[src/rtl/iob_cache_wtb_merge.sv]
// Write-through buffer between the cache front end and the memory back end.
// Writes to the youngest entry's address are coalesced. The head entry is never merged into.
module iob_cache_wtb_merge #(
    parameter int ADDR_W   = 24,
    parameter int DATA_W   = 32,
    parameter int DEPTH_W  = 2,
    parameter int MERGE_EN = 1
) (
    input  logic                  clk_i,
    input  logic                  arst_i,
    input  logic                  w_avalid_i,
    input  logic [ADDR_W-1:0]     w_addr_i,
    input  logic [DATA_W-1:0]     w_wdata_i,
    input  logic [DATA_W/8-1:0]   w_wstrb_i,
    output logic                  w_ready_o,
    input  logic [ADDR_W-1:0]     chk_addr_i,
    output logic                  chk_hit_o,
    output logic                  be_avalid_o,
    output logic [ADDR_W-1:0]     be_addr_o,
    output logic [DATA_W-1:0]     be_wdata_o,
    output logic [DATA_W/8-1:0]   be_wstrb_o,
    input  logic                  be_ready_i,
    output logic [DEPTH_W:0]      level_o,
    output logic                  empty_o,
    output logic                  full_o,
    output logic [15:0]           merge_cnt_o
);

    localparam int NBYTES = DATA_W / 8;
    localparam int DEPTH  = 2 ** DEPTH_W;

    logic [ADDR_W-1:0] mem_addr [DEPTH];
    logic [DATA_W-1:0] mem_data [DEPTH];
    logic [NBYTES-1:0] mem_strb [DEPTH];

    logic [DEPTH_W-1:0] head;
    logic [DEPTH_W-1:0] tail;
    logic [DEPTH_W-1:0] young;
    logic [DEPTH_W-1:0] off;
    logic [DEPTH_W:0]   level;
    logic [15:0]        merge_cnt;

    logic wr_any;
    logic merge_ok;
    logic full;
    logic empty;
    logic do_push;
    logic do_merge;
    logic do_pop;

    assign young  = tail - DEPTH_W'(1);
    assign wr_any = |w_wstrb_i;
    assign full   = (level == (DEPTH_W+1)'(DEPTH));
    assign empty  = (level == '0);

    // level >= 2 guarantees the youngest entry is not the head
    assign merge_ok = (MERGE_EN != 0)
                    && (level >= (DEPTH_W+1)'(2))
                    && (mem_addr[young] == w_addr_i);

    assign do_merge = w_avalid_i & wr_any & merge_ok;
    assign do_push  = w_avalid_i & wr_any & ~merge_ok & ~full;
    assign do_pop   = ~empty & be_ready_i;

    assign w_ready_o   = ~full | merge_ok | ~wr_any;
    assign be_avalid_o = ~empty;
    assign be_addr_o   = mem_addr[head];
    assign be_wdata_o  = mem_data[head];
    assign be_wstrb_o  = mem_strb[head];
    assign level_o     = level;
    assign empty_o     = empty;
    assign full_o      = full;
    assign merge_cnt_o = merge_cnt;

    always_ff @(posedge clk_i or negedge arst_i) begin
        if (!arst_i) begin
            head      <= '0;
            tail      <= '0;
            level     <= '0;
            merge_cnt <= '0;
        end else begin
            if (do_push) begin
                tail <= tail + DEPTH_W'(1);
            end
            if (do_pop) begin
                head <= head + DEPTH_W'(1);
            end
            level <= level + (DEPTH_W+1)'(do_push) - (DEPTH_W+1)'(do_pop);
            if (do_merge && merge_cnt != 16'hFFFF) begin
                merge_cnt <= merge_cnt + 16'd1;
            end
        end
    end

    // Entry storage needs no reset; validity comes from head/level
    always_ff @(posedge clk_i) begin
        if (do_push) begin
            mem_addr[tail] <= w_addr_i;
            mem_data[tail] <= w_wdata_i;
            mem_strb[tail] <= w_wstrb_i;
        end else if (do_merge) begin
            for (int b = 0; b < NBYTES; b++) begin
                if (w_wstrb_i[b]) begin
                    mem_data[young][8*b +: 8] <= w_wdata_i[8*b +: 8];
                end
            end
            mem_strb[young] <= mem_strb[young] | w_wstrb_i;
        end
    end

    always_comb begin
        chk_hit_o = 1'b0;
        off       = '0;
        for (int i = 0; i < DEPTH; i++) begin
            off = DEPTH_W'(i) - head;
            if (({1'b0, off} < level) && (mem_addr[i] == chk_addr_i)) begin
                chk_hit_o = 1'b1;
            end
        end
    end

endmodule

[config.mk]
export PLATFORM = sky130hd
export DESIGN_NAME = iob_cache_wtb_merge
export DESIGN_NICKNAME = d
export VERILOG_FILES = /design/src/rtl/iob_cache_wtb_merge.sv
export SDC_FILE = /design/constraint.sdc
export NUM_CORES = 1
export LEC_CHECK = 0
export ABC_AREA = 1
export ABC_CLOCK_PERIOD_IN_PS = 3400
export CORE_MARGIN = 5
export CORE_UTILIZATION = 52
export CTS_BUF_LIST = sky130_fd_sc_hd__clkbuf_4 sky130_fd_sc_hd__clkbuf_8
export CTS_CLUSTER_SIZE = 30
export DETAILED_ROUTE_END_ITERATION = 12
export PLACE_DENSITY = 0.78
export SLEW_MARGIN = 15
export SYNTH_ARGS = -nofsm -noshare
export SYNTH_HDL_FRONTEND = slang
export SYNTH_SLANG_ARGS = --single-unit
[constraint.sdc]
create_clock -name clk_i -period 3.4 [get_ports clk_i]
set_input_delay 0.68 -clock clk_i [delete_from_list [all_inputs] [get_ports clk_i]]
set_output_delay 0.68 -clock clk_i [all_outputs]
set_load 0.01 [all_outputs]
---- Yosys cells after proc, flatten, opt, wreduce, memory -nomap -nowiden ----
Memories as Yosys holds them, arrays and structs flattened.
Cells that the tools add are included.
storage, ports and cells
  flip-flop bits (word level) ............. 23
  RAM bits ................................ 240
  input port bits ......................... 88
  output and inout bits ................... 84
  word-level logic and storage cells ...... 82
  memories kept ........................... 3
operators by class
  add/sub/neg operators ................... 10
  order comparisons ....................... 5
  equal/unequal tests ..................... 7
  multiplexer cells ....................... 31
  bitwise logic cells ..................... 12
  reduce and logical (&&, ||, !) cells .... 10
memories
  memory    words  width  read ports  clocked after Yosys merged registers in  write ports  line  source
  mem_data  4      32     1           0                                        1            33    logic [DATA_W-1:0] mem_data [DEPTH];
  mem_addr  4      24     6           0                                        1            32    logic [ADDR_W-1:0] mem_addr [DEPTH];
  mem_strb  4      4      2           0                                        1            34    logic [NBYTES-1:0] mem_strb [DEPTH];
operator list
  cell                                                                number
  == test 24 bit                                                      5
  2-to-1 mux 32 bit                                                   1
  OR reduction 32 bit                                                 1
  2-to-1 mux 1 bit                                                    26
  adder 16 x 1 -> 16 bit (second input constant)                      1
  != test 16 bit (second input constant)                              1
  < comparator 2 x 3 -> 1 bit                                         4
  2-to-1 mux 4 bit                                                    2
  OR reduction 4 bit                                                  2
  logical AND 1 bit                                                   6
  AND 1 bit                                                           5
  adder 2 x 1 -> 2 bit (second input constant)                        2
  2-to-1 mux 2 bit                                                    2
  inverter 1 bit                                                      4
  OR 4 bit                                                            1
  subtractor 1 x 2 -> 2 bit (first input constant)                    2
  subtractor 2 bit (first input constant)                             2
  adder 3 x 1 -> 3 bit                                                1
  == test 3 bit (second input constant)                               1
  greater-or-equal comparator 3 x 2 -> 1 bit (second input constant)  1
  zero test 3 bit                                                     1
  subtractor 3 x 1 -> 3 bit                                           1
  OR 1 bit                                                            2
  subtractor 2 x 1 -> 2 bit (second input constant)                   1

---- Logic depth before layout (Yosys ltp) ----
Gate-level depths: netlist (run 1).
An unclocked memory read counts as a cell.
  depth in word-level cells ............... 11
  gate-level depth with buffers ........... 25
  depth with buffers taken out ............ 20

---- Worst setup path after synthesis (run 1) ----
No wires, ideal clock.
  kind .................................... register -> register
  from .................................... register tail[0]
  to ...................................... memory mem_addr[0][0] (enable)
  setup time .............................. 405 ps
  arrival ................................. 3,367 ps
  required time ........................... 2,995 ps
  path slack .............................. -372 ps
  stages on the path, launching flop included .. 18
  buffers on the path ..................... 6
  clock period less this slack ............ 3,772 ps
  cells stage by stage .................... dfrtp_1 > buf_6 > inv_2 > buf_4 > buf_2 > ha_1 > buf_2 > clkbuf_4 > nand3_1 > nand3b_1 > nand2_1 > nor2_1 > nand3b_1 > nor2_2 > nand2_1 > nand2_1 > buf_4 > nor2_1
on the way
  longest elaborated chain between the ends .. 9
ends and longest elaborated chain
  what                                    line  source
  from (decl)                             37    logic [DEPTH_W-1:0] tail;
  from (signal assigned)                  83    tail <= tail + DEPTH_W'(1);
  subtractor 2 x 1 -> 2 bit               51    assign young = tail - DEPTH_W'(1);
  named net young[0]                      38    logic [DEPTH_W-1:0] young;
  memory (4 x 24 bit)                     -
  == test 24 bit                          59    && (mem_addr[young] == w_addr_i);
  logical AND 1 bit                       59
  inverter 1 bit                          62    assign do_push = w_avalid_i & wr_any & ~merge_ok & ~full;
  AND 1 bit (2 in a row)                  62
  2-to-1 mux 1 bit                        97    if (do_push) begin
  2-to-1 mux 1 bit (implied by the code)  98    mem_addr[tail] <= w_addr_i;
  to (decl)                               32
The timed path passes the listed nets, and every way through them passes these cells.

---- Worst setup path after layout (run 1) ----
  from .................................... register tail[0]
  to ...................................... output w_ready_o
on the way
  longest elaborated chain between the ends .. 6
ends and longest elaborated chain
  what                       line  source
  subtractor 2 x 1 -> 2 bit  51
  memory (4 x 24 bit)        -
  == test 24 bit             59
  logical AND 1 bit          59
  OR 1 bit (2 in a row)      65    assign w_ready_o = ~full | merge_ok | ~wr_any;
  to (decl)                  15    output logic w_ready_o,
No other way between the ends.

==> results.yml, run 1 <==
logic_synthesis:
  synth_warnings: 0
  synth_fp_nets: 1422
  synth_fa_ha_area_share_pct: 1.28
  synth-compound-area-share_pct: 5.59
  synth_top_family_by_area: "simple AND/OR/NAND/NOR gates"
  muxShareOfSynthArea_pct: 0
  yosysSeqAreaShare_pct: 58.7
  synth-seq-cells: 263
  synth_simple_gate_area_share_pct: 23.3
  synth.avg_cell_area_um2: 10.0
  post_synth_num_cell_types: 34
  netlist_area_um2: 13300
  synth-xor-area-share_pct: 6.21
  synthCells: 1321
sta:
  final_max_slew_viol_count: 0
  maxSlewHeadroom_pct: 49.2
  fin_skew_ns: 0.0283
  hold_viol_final: 0
  layout_setup_ws_ns: 0.0590
  rsz0062_at_grt: "true"
  fin_crit_sh_pct: 98.3
  period_needed_ns: 3.34
  tightest_slew_ns: 0.757
  setup_viol: 0
  fin_hold_ws_ns: 0.474
  fmax_mhz: 299
setup_path:
  critical_path_arrival_ns: 2.66
  worstSetupPathType: "flip-flop to primary output"
  critPathLaunchType: "flip-flop"
  r2r-end: "level_o[2]"
  r2r_cells: 18
  critPathMaxFanout: 6
  reg2reg_slack_ns: 0.12
  crit_required_ns: 2.72
  r2r_start: "tail[0]"
  cp-end-kind: "primary output"
route:
  firstDrtPassIters: 6
  routedWlPerCell_um: 20.0
  drt_iter0_drc: 1256
  drcViolationCount: 0
  wirelength_mm: 38.6
  via_count: 11000
  viasPerCell: 5.69
  ant_nets: 0
power:
  p_leak_nw: 6.64
  p_per_area_nw_per_um2: 879
  max-vdd-ir-drop_uv: 646
global_route:
  globalRouteOverflowTotal: 0
  grt_pass1_vias: 11100
  antenna_found_initial: 0
  grt_pass1_wl_mm: 59.6
  grt_max_degree: 61
  track_usage_pct: 26.4
clock_tree:
  cts_htree_levels: 2
  clkTransAtPathRegs_ns: 0.06
  clk_latency_ns: 0.57
  cts_sinks: 263
  cts.path.max_buffers: 3
  cts_buffers: 43
  cts_tree: "yes"
  root_buffer: "clkbuf_8"
  cts.hold.buffers_added: 0
layout:
  fin_nets: 1673
  num_antenna_cells: 0
  num-fill-cells: 1921
  syn_to_final_growth_pct: 28.4
  drive_above_1_share_pct: 14.7
  finalNonFillerCells: 1936
placement:
  finalWeightedCongestion: 0.971
  port_buffers: 171
  dpl.cell_count: 1848
  pre_cts_ws_ns: -0.183
  dp_hpwl_mm: 25.6
worst_hold_path:
  hold_path_class: "input port to async pin"
die:
  start_util_pct: 52.8
  die_area_um2: 28800
  io_pins: 172
  core-area_um2: 25100
  dieWidth_um: 170
  die_y_um: 170
  core.rowCount: 58
outcome:
  status: "completed"
flow_run:
  max_cap_violations: 0
metal layers:
| layer | global-route usage (%) | share of wire [%] | vias to the layer above |
|---|---|---|---|
| met5 | 0 | 0 | - |
| met4 | 10.4 | 3.8 | 0 |
| met3 | 5.61 | 9.6 | 107 |
| met2 | 43.9 | 48 | 601 |
| met1 | 34.1 | 38 | 5206 |
| li1 | - | - | 5096 |
cell type report:
cell class | count | area, um^2 | share of cell area [%]
sequential | 263 | 7790 | 45.8
multi-input combinational | 911 | 4960 | 29.2
timing repair buffer | 270 | 2640 | 15.5
clock inverter | 27 | 225 | 1.32
inverter | 83 | 322 | 1.89
clock buffer | 52 | 666 | 3.91
tap | 330 | 413 | 2.43
cells in the final DEF, fill, tap and decap left out, types with 14 or more instances in the layout:
| cell type | synthesis | layout |
|---|---|---|
| clkbuf_8 | 0 | 44 |
| inv_1 | 81 | 78 |
| xnor2_1 | 54 | 54 |
| clkdlybuf4s50_1 | 0 | 166 |
| nand2_1 | 346 | 342 |
| buf_4 | 4 | 81 |
| nor2_1 | 80 | 69 |
| dfrtp_1 | 23 | 20 |
| xor2_1 | 40 | 40 |
| a22oi_1 | 60 | 60 |
| edfxtp_1 | 240 | 240 |
| nand3_1 | 205 | 200 |
| nand4_1 | 15 | 15 |
| nand3b_1 | 14 | 14 |
registers in the layout, summed over array words and instances (netlist names):
signal,flops
head,2
level_o,3
mem_addr,96
mem_data,128
mem_strb,16
merge_cnt_o,16
tail,2
timing repair:
item	in CTS	in global routing
pin swaps	4	10
setup endpoints to repair	61	108
resized for setup	25	29
gates cloned	1	1
setup buffers	5	2
critical path, stage by stage (launching register included):
cell	delay (ns)
dfrtp_2	0.42
inv_4	0.08
ha_4	0.23
inv_8	0.10
buf_12	0.15
nand3_1	0.11
nand3b_1	0.18
nand3_1	0.12
nand3b_1	0.24
nor2_4	0.18
nand2_2	0.09
nand3_2	0.09
buf_6	0.11
worst max path at each step:
| stage | from | end | slack, ns | cells past startpoint |
|---|---|---|---|---|
| 2_1_floorplan | tail[0] | mem_addr[0][0] | -0.23 | 19 |
| 3_3_place_gp | chk_addr_i[22] | chk_hit_o | -0.20 | 9 |
| 3_5_place_dp | chk_addr_i[13] | chk_hit_o | -0.18 | 10 |
| 4_1_cts | tail[0] | w_ready_o | -0.1 | 14 |
| 5_1_grt | tail[0] | w_ready_o | -0.07 | 14 |
| 6_report | tail[0] | w_ready_o | 0.06 | 12 |
cells in the mapped netlist (all sizes together):
cell type	number	area share, %
xor2	40	2.6
fa	1	0.15
o22ai	4	0.19
o211ai	4	0.23
nand3b	14	0.79
o221ai	5	0.33
nand2	352	10
nor4	9	0.42
xnor2	54	3.6
clkbuf	41	1.2
inv	83	2.4
edfxtp	240	54
a2111oi	3	0.20
nor2	83	2.4
ha	12	1.1
a31o	4	0.26
dfrtp	23	4.3
o21ai	16	0.72
nand4	15	0.71
and3	1	0.047
nand3	210	8.1
buf	23	1.4
or2	8	0.38
a22oi	60	3.4
a21oi	7	0.26
nor3	9	0.34
power breakdown:
part           internal (mW)  total (mW)  switching, mW
logic                   3.06        7.62           4.57
clock network           1.55        2.85           1.29
registers               4.19        4.48          0.297
cell families after synthesis:
kind of cell | count (synthesis)
buffers and inverters | 147
xor gates and xnor gates | 94
DFF | 263
and+or+nand+nor | 701
adders and majority gates | 13
AOI/OAI and AO/OA | 103
metrics by stage:
step | cell area [um^2] | setup TNS (ns) | total power, mW | util (%)
floorplan | 13300 | -22.22 | 8.40 | -
global placement | 15900 | -0.200 | 11.4 | 63.2
detailed placement | 15900 | -0.197 | 11.6 | 63.2
CTS | 16900 | -0.0981 | 14.7 | 67.3
global route | 17000 | -0.110 | 15.8 | 67.8
finish | 17000 | 0 | 15.0 | 67.8
No activity file was read; power rests on OpenSTA's default activity.
==> run 2: changes to the inputs <==
--- a/config.mk
+++ b/config.mk
@@ -7,6 +7,7 @@
 export LEC_CHECK = 0
 export ABC_AREA = 1
 export ABC_CLOCK_PERIOD_IN_PS = 3400
+export CORE_ASPECT_RATIO = 2
 export CORE_MARGIN = 5
 export CORE_UTILIZATION = 52
 export CTS_BUF_LIST = sky130_fd_sc_hd__clkbuf_4 sky130_fd_sc_hd__clkbuf_8
==> run 2 against run 1 <==
Cell count down 0.36%. Utilization fell by 0.81 points. Sequential share of layout area is 0.50 points higher. Non-clock buffer count grew 2. Clock power shrank 14%. Maximum frequency is 1.4% higher. Hold slack improved by 0.070 ns. Register-to-register slack better by 0.08 ns.
==> results.yml, run 2 (synthesis gave the netlist of run 1 again) <==
setup_path:
  cp-end-kind: "primary output"
  r2r_start: "tail[0]"
  path_delay_family: "simple AND/OR/NAND/NOR gates"
  crit_required_ns: 2.72
  crit_start: "tail[0]"
  crit_chain: "inv_4, ha_4, inv_6, buf_12, nand3_1, nand3b_1, nand3_2, nand3b_1, nor2_4, nand2_2, nand3_1, buf_2"
  critPathLaunchType: "flip-flop"
  worstSetupPathType: "flip-flop to primary output"
  worstSetupEndpoint: "w_ready_o"
  crit_cells: 12
  slowest_delay_ns: 0.44
  r2r-end: "level_o[2]"
  critPathMaxFanout: 8
  cp_slowest_cell: "dfrtp_2"
  critical_path_arrival_ns: 2.61
  r2r_cells: 17
  worst-path-buf-inv: 4
  reg2reg_slack_ns: 0.20
die:
  core.rowCount: 82
  start_util_pct: 52.7
  core-area_um2: 25100
  io_pins: 172
  dieWidth_um: 123
  die_y_um: 236
  die_area_um2: 29000
layout:
  fin_nets: 1669
  num-fill-cells: 1894
  regArea_um2: 7790
  drive_above_1_share_pct: 14.0
  num_antenna_cells: 0
  largest_reg_flops: 128
  finish.utilization_pct: 67.0
  finalNonFillerCells: 1929
  multi_input_comb_area_um2: 4950
  syn_to_final_growth_pct: 27.0
  regMostFlops: "mem_data"
  largestRegisters: "mem_data (128), mem_addr (96)"
  mostFrequentLayoutCells: "nand2_1 (341), edfxtp_1 (240), nand3_1 (199), clkdlybuf4s50_1 (167), buf_4 (86)"
  final_common_cell: "nand2_1"
  design_area_um2: 16800
worst_hold_path:
  hold_depth: 2
  hold_path_class: "flip-flop to flip-flop"
sta:
  layout_setup_ws_ns: 0.106
  maxSlewHeadroom_pct: 43.9
  fin_crit_sh_pct: 96.9
  final_max_slew_viol_count: 0
  period_needed_ns: 3.29
  tns_ns: 0
  rsz0062_at_grt: "true"
  fmax_mhz: 304
  fin_skew_ns: 0.0264
  setup_viol: 0
  hold_viol_final: 0
  tightest_slew_ns: 0.839
  fin_hold_ws_ns: 0.545
clock_tree:
  cts_sinks: 263
  cts_htree_levels: 2
  cts.hold.buffers_added: 0
  cts_tree: "yes"
  cts_buffers: 37
  cts.path.max_buffers: 3
  clkTransAtPathRegs_ns: 0.07
  root_buffer: "clkbuf_8"
  clk_latency_ns: 0.53
placement:
  dp_hpwl_mm: 28.5
  pre_cts_ws_ns: -0.271
  placed_area_um2: 15900
  finalWeightedCongestion: 0.955
  port_buffers: 171
  dpl.cell_count: 1857
power:
  p_leak_nw: 6.56
  max-vdd-ir-drop_uv: 664
  fin_total_pwr_mw: 14.5
  p_per_area_nw_per_um2: 861
route:
  drt_iter0_drc: 872
  wirelength_mm: 40.4
  ant_nets: 0
  routedWlPerCell_um: 20.9
  viasPerCell: 5.76
  drcViolationCount: 0
  firstDrtPassIters: 6
  via_count: 11100
global_route:
  antenna_found_initial: 0
  grt_pass1_vias: 11300
  grt_pass1_wl_mm: 59.8
  track_usage_pct: 27.2
  globalRouteOverflowTotal: 0
  grt_max_degree: 61
flow_run:
  max_cap_violations: 0
outcome:
  status: "completed"
## run 2: metal layers
| metal | up-vias | wire length, um | track usage, % |
|---|---|---|---|
| li1 | 5072 | - | - |
| met1 | 5265 | 12700 | 27.5 |
| met2 | 603 | 22000 | 50.0 |
| met3 | 165 | 2830 | 4.10 |
| met4 | 0 | 2910 | 17.8 |
| met5 | - | 0 | 0 |
## run 2: how the worst min path moves through the flow
stage / start / end
6_report: merge_cnt_o[1] / merge_cnt_o[1]
5_1_grt: merge_cnt_o[1] / merge_cnt_o[1]
4_1_cts: merge_cnt_o[1] / merge_cnt_o[1]
3_5_place_dp: merge_cnt_o[1] / merge_cnt_o[1]
3_3_place_gp: merge_cnt_o[0] / merge_cnt_o[0]
2_1_floorplan: arst_i / head[0]
## run 2: report_power, final
group / internal, mW / total, mW / switching, mW
Combinational: 3.03 / 7.56 / 4.53
Sequential: 4.18 / 4.50 / 0.312
Clock: 1.28 / 2.44 / 1.16
Total: 8.49 / 14.5 / 6.00
## run 2: what timing repair did
item,CTS,global route
setup endpoints to repair,41,157
buffers inserted,3,3
pin swaps,4,4
endpoints found under the hold margin,0,0
gates cloned,0,2
gates resized for setup,20,26
## run 2: worst min-delay path: cells and delay by family (launching register included)
family / cells / cell delay [ns]
and+or+nand+nor: 2 / 0.12
DFF: 1 / 0.40
## run 2: area by class of cell
class / instances / area share (%)
clock buffer: 50 / 3.72
clock inverter: 14 / 0.602
inverter: 83 / 1.92
multi-input combinational: 911 / 29.4
sequential: 263 / 46.3
tap: 336 / 2.50
timing repair buffer: 272 / 15.6
==> run 3: changes to the inputs <==
--- a/config.mk
+++ b/config.mk
@@ -9,11 +9,13 @@
 export ABC_CLOCK_PERIOD_IN_PS = 3400
 export CORE_ASPECT_RATIO = 2
 export CORE_MARGIN = 5
-export CORE_UTILIZATION = 52
+export CORE_UTILIZATION = 55
 export CTS_BUF_LIST = sky130_fd_sc_hd__clkbuf_4 sky130_fd_sc_hd__clkbuf_8
+export CTS_CLUSTER_DIAMETER = 100
 export CTS_CLUSTER_SIZE = 30
 export DETAILED_ROUTE_END_ITERATION = 12
-export PLACE_DENSITY = 0.78
+export DONT_BUFFER_PORTS = 1
+export PLACE_DENSITY = 0.72
 export SLEW_MARGIN = 15
 export SYNTH_ARGS = -nofsm -noshare
 export SYNTH_HDL_FRONTEND = slang
==> run 3 against run 2 <==
Largest power group unchanged. Cell count fell by 16%. Global-route usage fell by 0.51 points. Wire length fell by 7.1%. Cell area fell by 16%.
==> results.yml, run 3 (synthesis gave the netlist of run 1 again) <==
outcome:
  status: "completed"
die:
  io_pins: 172
  core-area_um2: 23800
  die_area_um2: 27500
  start_util_pct: 55.6
  core.rowCount: 80
  dieWidth_um: 120
  die_y_um: 230
power:
  fin_total_pwr_mw: 11.7
  p_per_area_nw_per_um2: 831
  p_leak_nw: 5.39
  max-vdd-ir-drop_uv: 625
worst_hold_path:
  hold_depth: 0
  hold_path_class: "input port to flip-flop"
  min_to: "mem_addr[2][12]"
  min_from: "w_addr_i[12]"
global_route:
  grt_pass1_vias: 9907
  grt_pass1_wl_mm: 56.1
  antenna_found_initial: 0
  globalRouteOverflowTotal: 0
  grt_max_degree: 61
  track_usage_pct: 26.7
setup_path:
  reg2reg_slack_ns: 0.23
  crit_required_ns: 2.72
  crit_cells: 14
  critPathLaunchType: "flip-flop"
  cp_slowest_cell: "dfrtp_2"
  path_delay_family: "simple AND/OR/NAND/NOR gates"
  crit_chain: "inv_4, ha_4, inv_4, buf_12, nand3_1, nand3b_1, nand2_1, inv_1, nand2_1, nor2_1, nand2_1, nor2_2, nand2_2, nand3_4"
  r2r_start: "tail[1]"
  critPathMaxFanout: 12
  slowest_delay_ns: 0.45
  worstSetupPathType: "flip-flop to primary output"
  cpMostUsedCell: "nand2_1"
  critical_path_arrival_ns: 2.58
  r2r-end: "mem_data[3][20]"
  worst-path-buf-inv: 4
  r2r_cells: 17
  cp-end-kind: "primary output"
route:
  via_count: 9848
  routedWlPerCell_um: 23.2
  firstDrtPassIters: 7
  drt_iter0_drc: 809
  wirelength_mm: 37.5
  drcViolationCount: 0
  ant_nets: 0
  viasPerCell: 6.09
sta:
  tightest_slew_ns: 0.841
  fin_skew_ns: 0.0546
  fin_hold_ws_ns: 0.204
  hold_viol_final: 0
  maxSlewHeadroom_pct: 43.9
  tns_ns: 0
  final_max_slew_viol_count: 0
  rsz0062_at_grt: "true"
  setup_viol: 0
  layout_setup_ws_ns: 0.138
  fmax_mhz: 307
  period_needed_ns: 3.26
  fin_crit_sh_pct: 95.9
placement:
  dp_hpwl_mm: 27.0
  pre_cts_ws_ns: 0.138
  finalWeightedCongestion: 0.955
  dpl.cell_count: 1591
  placed_area_um2: 13800
  port_buffers: 0
layout:
  num_antenna_cells: 0
  finalNonFillerCells: 1618
  largest_reg_flops: 128
  syn_to_final_growth_pct: 6.54
  final_common_cell: "nand2_1"
  finish.utilization_pct: 59.3
  mostFrequentLayoutCells: "nand2_1 (342), edfxtp_1 (240), nand3_1 (203), inv_1 (79), nor2_1 (73)"
  design_area_um2: 14100
  fin_nets: 1426
  largestRegisters: "mem_data (128), mem_addr (96)"
  drive_above_1_share_pct: 9.32
  regMostFlops: "mem_data"
clock_tree:
  cts.path.max_buffers: 3
  cts_tree: "yes"
  clk_latency_ns: 0.55
  cts_buffers: 12
  clkTransAtPathRegs_ns: 0.19
  root_buffer: "clkbuf_8"
  cts_sinks: 263
  cts_htree_levels: 1
flow_run:
  max_cap_violations: 0
[run 3: cell type report]
| class | count | area (um^2) |
|---|---|---|
| clock buffer | 19 | 224 |
| tap | 287 | 359 |
| multi-input combinational | 911 | 4900 |
| fill | 2003 | 9700 |
| sequential | 263 | 7790 |
| inverter | 83 | 317 |
| clock inverter | 1 | 8.76 |
| timing repair buffer | 54 | 528 |
[run 3: where the power goes]
part           internal, mW  switching, mW  total [mW]
sequential             4.17          0.325        4.50
combinational          1.81           4.11        5.92
clock                 0.431          0.879        1.31
total                  6.41           5.32        11.7
[run 3: worst max-delay path by stage]
stage / startpoint / end / slack, ns
2_1_floorplan: tail[0] / mem_addr[0][0] / -0.23
3_3_place_gp: tail[0] / level_o[2] / 0.20
3_5_place_dp: tail[0] / level_o[2] / 0.14
4_1_cts: tail[0] / w_ready_o / 0.005
5_1_grt: tail[0] / w_ready_o / -0.04
6_report: tail[0] / w_ready_o / 0.14
[run 3: per-layer routing]
layer,GRT usage (%),part of all wire [%]
met1,25.2,31
met5,0,0
met4,13.2,5.9
met2,52.3,56
met3,6.00,7.3
[run 3: timing repair]
item | CTS | global route
endpoints found under the setup margin | 1 | 147
gates resized for setup | 5 | 8
hold buffers | 2 | 0
pin swaps | 2 | 2
hold endpoints to repair | 23 | 0
buffers inserted | 4 | 0
gates cloned | 1 | 0
